[config.mk]
export PLATFORM = sky130hd
export DESIGN_NAME = move_controller
export DESIGN_NICKNAME = d
export VERILOG_FILES = /design/src/rtl/move_controller.sv
export SDC_FILE = /design/constraint.sdc
export NUM_CORES = 1
export LEC_CHECK = 0
export ABC_AREA = 1
export BUFFER_PORTS_ARGS = -buffer_cell sky130_fd_sc_hd__buf_2
export CAP_MARGIN = 0
export CORE_ASPECT_RATIO = 0.7
export CORE_MARGIN = 8
export CORE_UTILIZATION = 55
export CTS_BUF_LIST = sky130_fd_sc_hd__clkbuf_16
export CTS_CLUSTER_DIAMETER = 100
export DETAILED_ROUTE_END_ITERATION = 10
export GPL_ROUTABILITY_DRIVEN = 0
export PLACE_DENSITY = 0.94
export SYNTH_ARGS = -nofsm -noshare
export SYNTH_HDL_FRONTEND = slang
export SYNTH_SLANG_ARGS = --single-unit
[constraint.sdc]
create_clock -name clk -period 2.4 [get_ports clk]
set_input_delay 0.24 -clock clk [delete_from_list [all_inputs] [get_ports clk]]
set_output_delay 0.24 -clock clk [all_outputs]
set_load 0.02 [all_outputs]
[src/rtl/move_controller.sv]
// Turn and cursor controller for the tic-tac-toe datapath: moves a cell cursor,
// validates confirms against occupancy, strobes cell writes and tracks turns.
module move_controller #(
  parameter int NUM_CELLS    = 9,
  parameter int SEL_W        = 9,
  parameter int START_PLAYER = 0
) (
  input  logic                 clk,
  input  logic                 rst,
  input  logic                 btn_next,
  input  logic                 btn_prev,
  input  logic                 btn_confirm,
  input  logic                 new_game,
  input  logic [NUM_CELLS-1:0] occ,
  input  logic                 win,
  output logic [SEL_W-1:0]     sel,
  output logic                 wr_en,
  output logic                 mark,
  output logic                 player,
  output logic [3:0]           move_count,
  output logic                 reject,
  output logic                 clear_board,
  output logic                 game_done
);

  localparam int CUR_W = $clog2(NUM_CELLS);
  localparam logic [CUR_W-1:0] LAST_CELL  = CUR_W'(NUM_CELLS - 1);
  localparam logic             START_MARK = 1'(START_PLAYER);
  localparam logic [3:0]       FULL_COUNT = 4'(NUM_CELLS);

  typedef enum logic [2:0] {
    S_SELECT,
    S_CHECK,
    S_WRITE,
    S_REJECT,
    S_SWITCH,
    S_DONE
  } state_t;

  state_t           state_reg;
  logic [CUR_W-1:0] cursor_reg;
  logic [CUR_W-1:0] target_reg;
  logic             player_reg;
  logic             mark_reg;
  logic [3:0]       count_reg;
  logic             wr_en_reg;
  logic             reject_reg;
  logic             clear_reg;
  logic             done_reg;

  logic [3:0]       count_next;
  logic [CUR_W-1:0] sel_idx;

  assign count_next = count_reg + 4'd1;

  // The cursor cannot move while a move is in flight, so target and cursor agree
  // outside SELECT; target is still shown there so the decoder sees the latched cell.
  assign sel_idx = (state_reg == S_CHECK || state_reg == S_WRITE || state_reg == S_REJECT)
                   ? target_reg : cursor_reg;

  always_ff @(posedge clk) begin
    if (rst) begin
      state_reg  <= S_SELECT;
      cursor_reg <= '0;
      target_reg <= '0;
      player_reg <= START_MARK;
      mark_reg   <= START_MARK;
      count_reg  <= 4'd0;
      wr_en_reg  <= 1'b0;
      reject_reg <= 1'b0;
      clear_reg  <= 1'b0;
      done_reg   <= 1'b0;
    end else begin
      wr_en_reg  <= 1'b0;
      reject_reg <= 1'b0;
      clear_reg  <= 1'b0;
      if (new_game) begin
        // Overrides anything in progress, including a write about to be issued.
        state_reg  <= S_SELECT;
        cursor_reg <= '0;
        target_reg <= '0;
        player_reg <= START_MARK;
        count_reg  <= 4'd0;
        done_reg   <= 1'b0;
        clear_reg  <= 1'b1;
      end else begin
        case (state_reg)
          S_SELECT: begin
            if (btn_confirm) begin
              target_reg <= cursor_reg;
              state_reg  <= S_CHECK;
            end else if (btn_next && !btn_prev) begin
              cursor_reg <= (cursor_reg == LAST_CELL) ? '0 : cursor_reg + CUR_W'(1);
            end else if (btn_prev && !btn_next) begin
              cursor_reg <= (cursor_reg == '0) ? LAST_CELL : cursor_reg - CUR_W'(1);
            end
          end
          S_CHECK: begin
            if (occ[target_reg]) begin
              state_reg  <= S_REJECT;
              reject_reg <= 1'b1;
            end else begin
              state_reg <= S_WRITE;
              wr_en_reg <= 1'b1;
              mark_reg  <= player_reg;
            end
          end
          S_WRITE:  state_reg <= S_SWITCH;
          S_REJECT: state_reg <= S_SELECT;
          S_SWITCH: begin
            count_reg  <= count_next;
            player_reg <= ~player_reg;
            if (win || count_next == FULL_COUNT) begin
              state_reg <= S_DONE;
              done_reg  <= 1'b1;
            end else begin
              state_reg <= S_SELECT;
            end
          end
          S_DONE:   state_reg <= S_DONE;
          default:  state_reg <= S_SELECT;
        endcase
      end
    end
  end

  assign sel         = SEL_W'(sel_idx);
  assign wr_en       = wr_en_reg;
  assign mark        = mark_reg;
  assign player      = player_reg;
  assign move_count  = count_reg;
  assign reject      = reject_reg;
  assign clear_board = clear_reg;
  assign game_done   = done_reg;

endmodule

==> results.py <==
metrics = {
    "outcome": {
        "status": "finished clean",
    },
    "critical_path": {
        "critPathKind": "reg2out",
        "cp_common_cell": "nand2_1",
        "cpPeakStageDelay_ns": 0.33,
        "critical_path.top_delay_family": "simple AND/OR/NAND/NOR gates",
        "combined_buffer_and_inverter_count_along_the_critical_path": 1,
        "critPathSlowestCell": "dfxtp_1",
        "crit_required_ns": 2.16,
        "critPathMaxFanout": 8,
        "setup.worst_path.start_class": "flop",
        "path_cells": "or2_4, nand2_1, nand2_1, o21ai_0, buf_2",
        "critical_path_arrival_ns": 1.43,
        "endpoint_kind": "output port",
    },
    "cells_and_area": {
        "nets": 236,
        "flow.area_growth_from_synthesis_pct": 19.5,
        "insertedDiodeCount": 0,
        "layout_cells_sized_above_1_pct": 21.1,
        "fillers": 189,
        "mostFrequentLayoutCell": "inv_1",
        "mostFrequentLayoutCells": "inv_1 (35), nand2_1 (29), buf_2 (29), dfxtp_1 (21), o21ai_0 (18)",
    },
    "clocking": {
        "cts.reportedPaths.clkPinSlew_ns": 0.06,
        "post_cts_hold_buffer_count": 0,
        "htree_levels": 1,
        "clk_path_buf_depth": 2,
        "clock_sinks": 21,
        "post-cts-setup-buffers": 0,
        "num_cts_buffers": 3,
        "cts_resized": 0,
        "worstSkewPairLatency_ns": 0.25,
        "ctsRootBufferMaster": "clkbuf_16",
        "tritoncts": "built",
    },
    "synthesis": {
        "synth_xor_xnor_area_share_pct": 0.695,
        "synth_compound_gate_area_share_pct": 16.8,
        "yosys.area_share.simple_pct": 28.6,
        "synth-adder-area-share_pct": 5.96,
        "post_synth_main_area_contributors": "dfxtp_1 (33%), inv_1 (10%), nand2_1 (8.6%)",
        "ys.warnings.count": 0,
        "yosysSeqAreaShare_pct": 33.4,
        "ys_types": 28,
        "yosys-mux-area-fraction_pct": 0,
        "postSynthAreaPerCell_sq_um": 6.96,
        "synthCells": 181,
        "post_synthesis_cell_area_sq_mm": 0.00126,
        "synth_top_family_by_area": "simple AND/OR/NAND/NOR gates",
        "cell_type_contributing_the_most_total_cell_area_after_synthesis": "dfxtp_1",
        "synth.ff_latch_count": 21,
        "synth.top_cell.area_share_pct": 33.4,
    },
    "timing": {
        "rsz0062_at_grt": "no",
        "final_cycle_share_pct": 69.5,
        "hold_viol": 0,
        "final.min_clock_period_ns": 1.67,
        "skew_ns": 0.00225,
        "setup_viol": 0,
        "max_freq_mhz": 600,
        "final-max-slew-violation-count": 0,
        "setup_total_negative_slack_ns": 0,
    },
    "route": {
        "first_pass_iters": 4,
        "detail_route.wl_per_cell_um": 11.4,
        "viasPerCell": 4.80,
        "routed_wirelength_um": 2780,
        "dr.first_iter.drc_count": 68,
        "route.antenna.remaining_nets": 0,
        "route.vias.total": 1175,
        "route.detailed.drc": 0,
    },
    "flow_run": {
        "drv.max_cap_violation_count": 0,
    },
    "pwr": {
        "total_leakage_power_nw": 0.757,
        "totalPowerFinal_w": 0.000823,
        "maximum_vdd_drop_uv": 512,
        "power_density_mw_per_mm2": 546,
    },
    "global_route": {
        "grtUsageMet1_pct": 17.0,
        "grt_util_all_layers_pct": 14.5,
        "largest_net_degree_at_the_start_of_global_routing": 15,
        "globalRoute.totalOverflow": 0,
        "grt-busiest-layer": "met2",
        "use_met2_pct": 23.5,
        "globalRouteMet3Util_pct": 5.58,
        "number_of_global_route_vias_before_repair": 1125,
        "grt_first_pass_wirelength_um": 4820,
        "grt_antenna_before_repair": 0,
    },
    "placed_design": {
        "port-buffer-count": 29,
        "detailed_place_hpwl_um": 2130,
    },
    "die": {
        "fp-row-count": 14,
        "die_w_um": 73.2,
        "floorplan.io_pins": 35,
        "core_sq_mm": 0.00215,
        "die-height_um": 56.0,
        "die-area_sq_mm": 0.00410,
        "effective_utilization_at_floorplan_pct": 58.5,
    },
    "min_path": {
        "hold_class": "in2reg",
    },
}
==> Yosys cell counts (all sizes together) <==
cell,count
o21ai,21
nand3b,1
inv,37
conb,1
a211oi,1
dfxtp,21
xor2,1
ha,6
o21bai,1
a21oi,12
buf,5
nand2,30
or2,2
nand4,3
nor3,3
clkbuf,1
o211ai,1
nor2,14
a31oi,3
nand3,17
==> worst reg2reg max path, stage by stage (launching register included) <==
cell and delay (ns):
dfxtp_1 0.39, inv_1 0.12, ha_1 0.20, nand2_1 0.08, o21ai_1 0.18, inv_1 0.07, nand2_1 0.05, o21ai_0 0.09
nor3_2 0.15, nor3_2 0.05
==> final timing paths <==
check	start	end	slack, ns	depth (start not counted)
max reg2reg	cursor_reg[0]	cursor_reg[2]	0.91	9
max	state_reg[0]	sel[3]	0.73	5
min reg2reg	game_done	game_done	0.47	2
min	rst	clear_board	0.19	2
==> per-stage QoR <==
step | worst slack (ns) | instance area (sq um) | cells | utilization (%) | hold WS, ns
2_1_floorplan | 1.03 | 1270 | 185 | - | 0.311
6_report | 0.732 | 1510 | 245 | 69.9 | 0.186
3_5_place_dp | 0.927 | 1430 | 241 | 66.2 | 0.448
4_1_cts | 0.730 | 1510 | 245 | 69.9 | 0.184
3_3_place_gp | 1.01 | 1430 | 241 | 66.2 | 0.454
5_1_grt | 0.631 | 1510 | 245 | 69.9 | 0.183
==> report_power, final <==
part / leakage [nW] / internal (W) / switching (W) / total [W]
logic: 0.545 / 0.0000419 / 0.0000749 / 0.000117
registers: 0.170 / 0.000357 / 0.00000809 / 0.000365
clock network: 0.0423 / 0.000222 / 0.000119 / 0.000341
==> cells by family (layout without fill, tap and decap cells) <==
logic type / after synthesis / in the layout
AND/OR/NAND/NOR: 70 / 70
buffers and inverters: 43 / 71
AO/OA/AOI/OAI: 39 / 39
flip-flops: 21 / 21
adder cells (fa/ha/maj): 6 / 6
other: 1 / 5
XOR/XNOR: 1 / 1
==> per-layer routing <==
metal / vias to the layer above / routed length [um]
li1: 639 / -
met1: 499 / 1260
met2: 32 / 1240
met3: 5 / 242
met4: 0 / 46
met5: - / 0
==> cell type report <==
type	count	area (sq um)	area share [%]
Tap cell	32	40.0	2.66
Clock inverter	1	3.75	0.249
Inverter	37	139	9.23
Clock buffer	3	75.1	4.99
Multi-Input combinational cell	121	674	44.8
Timing Repair Buffer	30	153	10.1
Sequential cell	21	420	27.9
No activity file was read; power rests on OpenSTA's default activity.
